**src/rtl/exc_pkg.sv**
```systemverilog
// Exception bit map, FSM state encoding and fault-merge helper for the MEM-stage exception collector.
// Latency: none (types, constants and a pure function only).
// Backpressure: not applicable.
package exc_pkg;

    localparam int EXC_W = 8;

    // Bit positions in the CP0 exc_type vector
    localparam int EXC_BP   = 0;
    localparam int EXC_SYS  = 1;
    localparam int EXC_RI   = 2;
    localparam int EXC_OV   = 3;
    localparam int EXC_TR   = 4;
    localparam int EXC_ERET = 5;
    localparam int EXC_ADEL = 6;
    localparam int EXC_ADES = 7;

    localparam logic [EXC_W-1:0] EXC_NONE = '0;

    typedef enum logic {
        IDLE     = 1'b0,
        REDIRECT = 1'b1
    } state_t;

    // Fold MEM-stage address faults into the upstream flags. A fetch AdEL is
    // already in exc[EXC_ADEL], so a load misalignment only adds the bit when
    // it is not set yet; the OR result is the same either way.
    function automatic logic [EXC_W-1:0] merge_mem_faults(
        input logic [EXC_W-1:0] exc,
        input logic             load_mis,
        input logic             store_mis
    );
        logic [EXC_W-1:0] f;
        f           = EXC_NONE;
        f[EXC_ADES] = store_mis;
        f[EXC_ADEL] = load_mis & ~exc[EXC_ADEL];
        return exc | f;
    endfunction

endpackage

```
**src/rtl/exc_mem_reg.sv**
```systemverilog
// MEM-stage payload register (valid, PC, delay-slot flag, exception flags) fed from EX.
// Latency: one cycle from EX inputs to MEM outputs.
// Backpressure: stall holds the register; flush clears valid and overrides stall.
module exc_mem_reg
    import exc_pkg::*;
(
    input  logic             clk,
    input  logic             rst_n,
    input  logic             stall,
    input  logic             flush,
    input  logic             ex_valid,
    input  logic [31:0]      ex_pc,
    input  logic             ex_ds,
    input  logic [EXC_W-1:0] ex_exc,
    output logic             mem_valid,
    output logic [31:0]      mem_pc,
    output logic             mem_ds,
    output logic [EXC_W-1:0] mem_exc
);

    // Advance EX into MEM when not stalled; a flush kills the entry even under stall
    always_ff @(posedge clk or negedge rst_n) begin
        if (!rst_n) begin
            mem_valid <= 1'b0;
            mem_pc    <= '0;
            mem_ds    <= 1'b0;
            mem_exc   <= EXC_NONE;
        end else begin
            if (!stall) begin
                mem_valid <= ex_valid;
                mem_pc    <= ex_pc;
                mem_ds    <= ex_ds;
                mem_exc   <= ex_exc;
            end
            if (flush) begin
                mem_valid <= 1'b0;
            end
        end
    end

endmodule

```
**src/rtl/exc_ctrl.sv**
```systemverilog
// MEM-stage exception collector feeding CP0, plus flush and fetch-redirect sequencing on exc_en.
// Latency: exc_type/victim combinational from the MEM register; flush same cycle as exc_en; redirect from next cycle.
// Backpressure: redirect valid/pc held until redirect_ready; exceptions are accepted regardless of stall.
module exc_ctrl
    import exc_pkg::*;
#(
    parameter logic [31:0] RESET_PC = 32'hbfc00000,
    parameter int          CNT_W    = 16
) (
    input  logic             clk,
    input  logic             rst_n,
    input  logic             stall_i,
    input  logic             ex_valid_i,
    input  logic [31:0]      ex_pc_i,
    input  logic             ex_is_delayslot_i,
    input  logic [EXC_W-1:0] ex_exc_i,
    input  logic [31:0]      oldest_pc_i,
    input  logic             oldest_is_delayslot_i,
    input  logic [31:0]      mem_addr_i,
    input  logic             mem_load_mis_i,
    input  logic             mem_store_mis_i,
    input  logic             exc_en_i,
    input  logic [31:0]      pc_exc_i,
    input  logic             redirect_ready_i,
    output logic [EXC_W-1:0] exc_type_o,
    output logic [31:0]      victim_pc_o,
    output logic             is_delayslot_o,
    output logic [31:0]      badvaddr_o,
    output logic             flush_o,
    output logic             mem_we_kill_o,
    output logic             redirect_valid_o,
    output logic [31:0]      redirect_pc_o,
    output logic [CNT_W-1:0] exc_count_o
);

    state_t             state;
    logic [31:0]        redirect_pc_q;
    logic [CNT_W-1:0]   exc_count_q;
    logic               seen_q;

    logic               mem_valid;
    logic [31:0]        mem_pc;
    logic               mem_ds;
    logic [EXC_W-1:0]   mem_exc;

    exc_mem_reg u_mem_reg (
        .clk       (clk),
        .rst_n     (rst_n),
        .stall     (stall_i),
        .flush     (flush_o),
        .ex_valid  (ex_valid_i),
        .ex_pc     (ex_pc_i),
        .ex_ds     (ex_is_delayslot_i),
        .ex_exc    (ex_exc_i),
        .mem_valid (mem_valid),
        .mem_pc    (mem_pc),
        .mem_ds    (mem_ds),
        .mem_exc   (mem_exc)
    );

    // CP0 commits in the same cycle it sees exc_type, so flush and the MEM
    // side-effect kill must follow exc_en combinationally.
    assign flush_o          = exc_en_i | (state == REDIRECT);
    assign mem_we_kill_o    = exc_en_i & (state == IDLE);
    assign redirect_valid_o = (state == REDIRECT);
    assign redirect_pc_o    = redirect_pc_q;
    assign exc_count_o      = exc_count_q;
    assign badvaddr_o       = mem_addr_i;

    // Only a live MEM instruction in IDLE may raise an exception to CP0
    always_comb begin
        exc_type_o = EXC_NONE;
        if (state == IDLE && mem_valid) begin
            exc_type_o = merge_mem_faults(mem_exc, mem_load_mis_i, mem_store_mis_i);
        end
    end

    // Victim is the oldest thing CP0 could be interrupting, with RESET_PC before any instruction exists
    always_comb begin
        victim_pc_o    = RESET_PC;
        is_delayslot_o = 1'b0;
        if (state == REDIRECT) begin
            victim_pc_o = redirect_pc_q;
        end else if (mem_valid) begin
            victim_pc_o    = mem_pc;
            is_delayslot_o = mem_ds;
        end else if (ex_valid_i) begin
            victim_pc_o    = ex_pc_i;
            is_delayslot_o = ex_is_delayslot_i;
        end else if (seen_q) begin
            victim_pc_o    = oldest_pc_i;
            is_delayslot_o = oldest_is_delayslot_i;
        end
    end

    // Sticky marker: the IF/ID oldest PC is meaningful once any instruction has flowed down
    always_ff @(posedge clk or negedge rst_n) begin
        if (!rst_n) begin
            seen_q <= 1'b0;
        end else if (ex_valid_i || mem_valid) begin
            seen_q <= 1'b1;
        end
    end

    // Redirect FSM: capture the CP0 target, count exceptions, hold the request until fetch accepts
    always_ff @(posedge clk or negedge rst_n) begin
        if (!rst_n) begin
            state         <= IDLE;
            redirect_pc_q <= '0;
            exc_count_q   <= '0;
        end else begin
            if (exc_en_i && exc_count_q != {CNT_W{1'b1}}) begin
                exc_count_q <= exc_count_q + 1'b1;
            end
            case (state)
                IDLE: begin
                    if (exc_en_i) begin
                        redirect_pc_q <= pc_exc_i;
                        state         <= REDIRECT;
                    end
                end
                REDIRECT: begin
                    // A new CP0 target (interrupt right after ERET) supersedes an in-flight handshake
                    if (exc_en_i) begin
                        redirect_pc_q <= pc_exc_i;
                    end else if (redirect_ready_i) begin
                        state <= IDLE;
                    end
                end
                default: state <= IDLE;
            endcase
        end
    end

endmodule

```
**config.mk**
```make
export PLATFORM = sky130hd
export DESIGN_NAME = exc_ctrl
export DESIGN_NICKNAME = d
export VERILOG_FILES = /design/src/rtl/exc_pkg.sv /design/src/rtl/exc_mem_reg.sv /design/src/rtl/exc_ctrl.sv
export SDC_FILE = /design/constraint.sdc
export NUM_CORES = 1
export LEC_CHECK = 0
export CAP_MARGIN = 20
export CORE_UTILIZATION = 40
export CTS_CLUSTER_DIAMETER = 50
export CTS_CLUSTER_SIZE = 14
export DETAILED_ROUTE_END_ITERATION = 6
export HOLD_SLACK_MARGIN = 0.15
export PLACE_DENSITY = 0.91
export SYNTH_ARGS = -nofsm -noshare
export SYNTH_HDL_FRONTEND = slang
export SYNTH_SLANG_ARGS = --single-unit
```
**constraint.sdc**
```tcl
create_clock -name clk -period 2.3 [get_ports clk]
set_input_delay 0.46 -clock clk [delete_from_list [all_inputs] [get_ports clk]]
set_output_delay 0.46 -clock clk [all_outputs]
set_load 0.01 [all_outputs]
```
==> out/metrics.yaml <==
slew-limit-headroom: 0.649
root_buffer: "clkbuf_16"
ys_seq_area_frac: 0.477
ys.flop_type: "dfrtp_1"
initial_utilization: 0.417
path_delay_family: "buffers and inverters"
grt_start_max_net_pins: 39
vias: 4122
p_leak_nw: 2.99
viasPerCell: 5.50
max_stage_delay_ps: 550
path_clk_slew_ps: 60
cp-startpoint: "u_mem_reg.mem_valid"
violations: "design-rule violations"
die_w_um: 112
core_sq_um: 11600
combPwrFrac: 0.259
holdCritStartpoint: "exc_en_i"
syn_area_sq_um: 4820
num_antenna_cells: 0
ys_top_cells_by_area: "dfrtp_1 48%, mux2_2 17%, buf_4 5.0%"
maxCapViolations: 0
ys_types: 39
ys_ff_latch: 92
cts_buffer_depth: 2
slowest_stage: "clkdlybuf4s50_1"
cts_made_buffers: 9
switchingPower_mw: 1.27
grt_pass1_wl_mm: 22.6
post-synth-top-count-cell: "dfrtp_1"
endpoint_kind: "output pin"
period_share: 0.971
critPathRequiredTime_ps: 1840
intPower_mw: 3.35
hold_viol_final: 0
first_pass_iters: 7
yosys_warnings: 0
grt_usage: 0.232
fin_nets: 749
max_freq_mhz: 448
drt-total-wl_mm: 14.3
globalplace.congestion: 0.812
clock-sinks: 92
cts_tree: "yes"
crit_path_cell_trace: "nor2b_1 > buf_6 > and2_1 > clkdlybuf4s50_1"
crit_fanout: 9
synth_area_leader_cell: "dfrtp_1"
post-route-drc-count: 20
tightestPinTransition_ps: 526
drive_gt1_frac: 0.215
clk_latency_ps: 340
synth_edf_count: 0
hpwl_mm: 10.6
drtAntennaViolNets: 0
antenna_found_initial: 0
vdd_drop_max_v: 0.000589
path_buf_inv: 2
switching_share: 0.275
finalMaxSlewViolations: 0
synthesis.instances: 428
hp-class: "input pin to register"
startpoint_type: "register"
period_needed_ps: 2230
worst_slack_ps: 65.6
wl_per_cell_um: 19.1
grt_pass1_vias: 4512
fin_skew_ps: 4.46
ioPinCount: 270
cp.arrival_ps: 1770
drt_iter0_drc: 186
worstReg2RegStart: "exc_count_o[0]"
p_clk_frac: 0.309
setup_viol: 0
dp_slack_ps: -437
crit_type: "register to output pin"
pwr_density_cell_nw_per_um2: 646
port_buffers: 205
cts_max_level: 3
fin_cells: 749
synth_commonest_cells: "92 x dfrtp_1, 74 x mux2_2, 32 x buf_4"
dieArea_sq_um: 12500
synthArstFlopShare: 1.00
syn_nets: 575
grt-ovfl-total: 0
status: "complete, but fails checks"
synth_top_area_frac: 0.477
syn_to_final_growth_pct: 48.1
placementRows: 39
syn_avg_cell_area_sq_um: 11.3
die_y_um: 112
seqPwrFrac: 0.431
post-place-cells: 731
==> placed cells by master, fill, tap and decap left out, types with 2 or more instances in the layout <==
master           instances
o22ai_1                  9
dlygate4sd2_1           21
buf_4                   14
o21ai_0                  9
and4_1                   3
o31ai_1                 22
clkdlybuf4s15_1          3
nor2b_1                 25
a21oi_1                  4
nor2_1                   4
inv_1                    3
o21a_1                   3
and2_1                   7
clkinv_2                 2
xnor2_1                  3
a221oi_1                19
nand4_1                  6
mux2_2                  74
clkbuf_1                 3
buf_2                    3
dfrtp_1                 91
nor3_1                   6
a22oi_1                  9
clkbuf_16                9
nand3_1                  7
or2_2                    2
and3_1                   2
dlygate4sd1_1            2
buf_12                   6
a221oi_2                 4
clkdlybuf4s50_1        167
clkbuf_2                 7
nand2_1                 29
xor2_1                  10
==> layer usage <==
layer	vias to the layer above	share of wire	GRT usage
met3	43	0.074	0.0561
met1	2026	0.38	0.250
met2	170	0.52	0.417
met5	-	0	0
li1	1883	-	-
met4	0	0.028	0.127
==> sequential cells by signal, summed over array words and instances, names as in the netlist <==
name	flops
u_mem_reg.mem_ds	1
seen_q	1
redirect_pc_o	32
u_mem_reg.mem_exc	8
redirect_valid_o	1
exc_count_o	16
u_mem_reg.mem_pc	32
u_mem_reg.mem_valid	1
==> path summary, 6_finish.rpt <==
path	endpoint	slack [ps]	cells after the start
max in group asynchronous	exc_count_o[8]	950	3
hold / removal	u_mem_reg.mem_valid	480	3
setup / recovery	exc_type_o[1]	70	4
min in group asynchronous	u_mem_reg.mem_pc[10]	630	2
setup reg to reg	exc_count_o[7]	480	5
hold reg to reg	u_mem_reg.mem_exc[1]	500	1
==> layout make-up <==
type,count,area (sq um)
multi-input combinational,270,2160
inverter,3,11.3
fill,942,4420
clock inverter,3,40.0
sequential,92,2300
tap,143,179
clock buffer,12,236
timing repair buffer,226,2210
==> stage by stage <==
stage               power [mW]   util  setup TNS [ps]  hold slack (ps)  area (sq um)
finish                    4.62  0.618               0              475          7140
global route              4.84  0.618           -10.6              480          7140
CTS                       4.66  0.617               0              470          7140
detailed placement        3.27  0.595          -12210              472          6880
global placement          3.22  0.595          -12640              473          6880
floorplan                 2.54      -               0              164          4820
==> tightest hold or removal path: cells and delay by family <==
kind,cells,cell delay (ps)
AND/OR/NAND/NOR,2,180
buffers and inverters,1,130
==> power groups by stage <==
stage	registers, mW	clock network, mW	logic [mW]
2_1_floorplan	2.02	0	0.515
3_3_place_gp	2.00	0	1.22
3_5_place_dp	2.02	0	1.25
4_1_cts	1.99	1.46	1.21
5_1_grt	2.01	1.54	1.28
6_report	1.99	1.43	1.20
==> kinds of logic (layout without fill, tap and decap cells) <==
logic type / Yosys count / in the layout / share of synthesized area
compound gates: 83 / 83 / 0.126
simple gates: 98 / 98 / 0.115
mux: 75 / 75 / 0.175
fa+ha+maj: 1 / 1 / 0.00259
buf+inv: 66 / 244 / 0.0802
flops: 92 / 92 / 0.477
xor+xnor: 13 / 13 / 0.0236
==> what timing repair did <==
action | in CTS | in global routing
hold endpoints to repair | 36 | 0
setup endpoints to repair | 41 | 13
hold buffers | 1 | 0
setup buffers | 2 | 0
pin swaps | 1 | 4
gates resized for setup | 38 | 29
No activity file was read; power rests on OpenSTA's default activity.
==> RTL change, RTL diff (same flow settings) <==
Set the parameter `RESET_PC` to 32'h80000000 (it was 32'hbfc00000).
--- a/src/rtl/exc_ctrl.sv
+++ b/src/rtl/exc_ctrl.sv
@@ -5,5 +5,5 @@
     import exc_pkg::*;
 #(
-    parameter logic [31:0] RESET_PC = 32'hbfc00000,
+    parameter logic [31:0] RESET_PC = 32'h80000000,
     parameter int          CNT_W    = 16
 ) (
Formal check against the unedited RTL: not equivalent (a bounded check fails within 4 cycles, from zero or initial values and one cycle with rst_n low).
==> RTL change against the unedited design <==
Wire length rose by 2.1%; count of clock-buffer cells in the layout fell by 2; synthesized cell count fell by 5.1%; sequential share of layout area rose by 0.34 points; total power rose by 4.6%; synthesized area fell by 3.7%; worst setup slack improved by 0.013 ns; register-to-register slack improved by 0.14 ns; clock skew rose by 0.00080 ns; worst hold slack improved by 0.033 ns; cell count fell by 2.8%; sequential cell count did not move; design area fell by 1.1%; critical path type unchanged.
==> RTL change: results (changes against the unedited design) <==
** Placement
- Cell count after placement :: 711 (was 731)
- Routability Congestion :: 0.9222 (was 0.8117)
- DP Wirelength :: 10.67 mm (was 10.56 mm)
- Post-placement setup slack :: -0.3921 ns (was -0.4375 ns)

** Pwr
- The standby leakage power came to 3.072 nW (was 2.991 nW).
- Cell-internal power :: 3.501 mW (was 3.348 mW)
- Maximum resistive drop on vdd :: 516.1 uV (was 589.3 uV)

** Finish
- Number of inserted filler cells in the final layout :: 879 (was 942)
- The ratio of cells with drive above 1 in the final layout was 20.75% (was 21.45%).

** Routing
- Detail-routed net length per standard cell :: 20.08 um (was 19.11 um)
- The number of design-rule violations left by the first detailed-router iteration came to 172 (was 186).
- The iteration count of the initial detailed-routing pass was 6 (was 7).
- Total number of vias :: 4107 (was 4122)
- The met1 wire length came to 5.638 mm (was 5.414 mm).
- Highest metal layer with signal wires :: met4 (unchanged)
- Amount of wire on met2 after detailed routing :: 7.066 mm (was 7.435 mm)
- The total wire length after detailed routing was 14.62 mm (was 14.31 mm).
- The met3 wirelength from detailed routing came to 1.071 mm (was 1.052 mm).

** GRT
- The maximum number of pins on one net before global-route repair came to 43 (was 39).
- Via count of the first global-routing pass :: 4420 (was 4512)
- The global router's overall resource usage was 25.00% (was 23.19%).
- The first-pass GRT wire length came to 22.27 mm (was 22.58 mm).

** Yosys
- The number of instances in the synthesized netlist came to 406 (was 428).
- Commonest cells in the synthesized netlist :: 92 x sky130_fd_sc_hd__dfrtp_1, 74 x sky130_fd_sc_hd__mux2_2, 35 x sky130_fd_sc_hd__a21oi_1 (was 92 x sky130_fd_sc_hd__dfrtp_1, 74 x sky130_fd_sc_hd__mux2_2, 32 x sky130_fd_sc_hd__buf_4)
- Unique cell type count in the Yosys netlist :: 38 (was 39)
- Sequential fraction of the synthesis area :: 49.56% (was 47.74%)
- Top post-synthesis cells by area :: sky130_fd_sc_hd__dfrtp_1 50%, sky130_fd_sc_hd__mux2_2 18%, sky130_fd_sc_hd__buf_4 5.2% (was sky130_fd_sc_hd__dfrtp_1 48%, sky130_fd_sc_hd__mux2_2 17%, sky130_fd_sc_hd__buf_4 5.0%)
- Post-Synthesis Net Count :: 553 (was 575)

** Timing
- The final clock skew was 0.005260 ns (was 0.004461 ns).
- Worst-margin pin slew :: 0.3995 ns (was 0.5264 ns)

** Run status
- Outcome: finished, final reports clean (was finished, violations left).

** Worst setup path
- The critical path's slowest cell is sky130_fd_sc_hd__dfrtp_1 (was sky130_fd_sc_hd__clkdlybuf4s50_1).
- The maximum fanout along the worst path was 22 (was 9).
- Largest incremental delay on the critical path :: 0.41 ns (was 0.55 ns)

** Hold path
- The path class of the lowest-slack min-delay path was reg -> reg (was in -> reg).
- Number of cells on the worst hold path :: 1 (was 3)

** Clock network
- Clock latency on the worst-skew pair, taken at its later pin, is 0.35 ns.
- The post-CTS setup buffer count came to 0 (was 2).
-- RTL change: changes by cell type after synthesis, sizes merged, moves of 21 or more --
cell    unedited run  this run
nand2             29         7
o31ai             22         0
a22oi              9        30
a221oi            23         1
o22ai              9        30
a21oi              4        35
nor2b             26         4
-- RTL change: path summary, 6_finish.rpt --
| path | start | endpoint | slack, ns |
|---|---|---|---|
| worst max-delay path | redirect_valid_o | victim_pc_o[0] | 0.08 |
| worst min-delay path | u_mem_reg.mem_exc[5] | u_mem_reg.mem_exc[5] | 0.51 |
| worst max register to register | exc_count_o[0] | exc_count_o[1] | 0.62 |
| worst min register to register | u_mem_reg.mem_exc[5] | u_mem_reg.mem_exc[5] | 0.51 |
| max in group asynchronous | rst_n | exc_count_o[15] | 0.98 |
| min in group asynchronous | rst_n | u_mem_reg.mem_exc[0] | 0.59 |
-- RTL change: power groups by stage --
stage | logic [mW] | clock network (mW) | registers (mW)
2_1_floorplan | 0.514 | 0 | 2.02
3_3_place_gp | 1.23 | 0 | 2.01
3_5_place_dp | 1.26 | 0 | 2.02
4_1_cts | 1.22 | 1.64 | 1.99
5_1_grt | 1.30 | 1.71 | 2.02
6_report | 1.21 | 1.62 | 2.00
-- RTL change: area by class of cell --
class	count	area, um^2	share of cell area, %
Tap cell	140	175.2	2.480
Timing Repair Buffer	226	2262	32.02
Inverter	4	15.01	0.2125
Multi-Input combinational cell	250	1983	28.07
Clock buffer	10	239.0	3.383
Clock inverter	6	87.58	1.240
Sequential cell	92	2302	32.59
-- RTL change: per-layer routing --
metal,vias to the layer above,global-route usage (%)
li1,1820,-
met1,2009,27.36
met2,211,42.18
met3,67,5.987
met4,0,18.48
met5,-,0
-- RTL change: cell families (layout without fill, tap and decap cells) --
group | count (synthesis) | count (layout) | share of synthesized area [%]
multiplexers | 75 | 75 | 18.15
XOR/XNOR | 13 | 13 | 2.451
adder cells (fa/ha/maj) | 1 | 1 | 0.2693
AND/OR/NAND/NOR | 58 | 58 | 7.407
AO/OA/AOI/OAI | 103 | 103 | 13.98
buffers and inverters | 64 | 246 | 8.187
flip-flops | 92 | 92 | 49.56
-- RTL change: stage by stage --
stage | utilization, % | setup TNS [ns] | area, um^2
after floorplan | - | 0 | 4646
after global placement | 60.82 | -9.828 | 6738
after detailed placement | 60.82 | -11.16 | 6738
after CTS | 63.61 | 0 | 7047
after global routing | 63.77 | 0 | 7064
final | 63.77 | 0 | 7064
-- RTL change: timing repair --
action | in CTS | in global routing
hold buffers | 1 | 0
resized for setup | 41 | 7
endpoints found under the setup margin | 41 | 8
endpoints found under the hold margin | 27 | 0
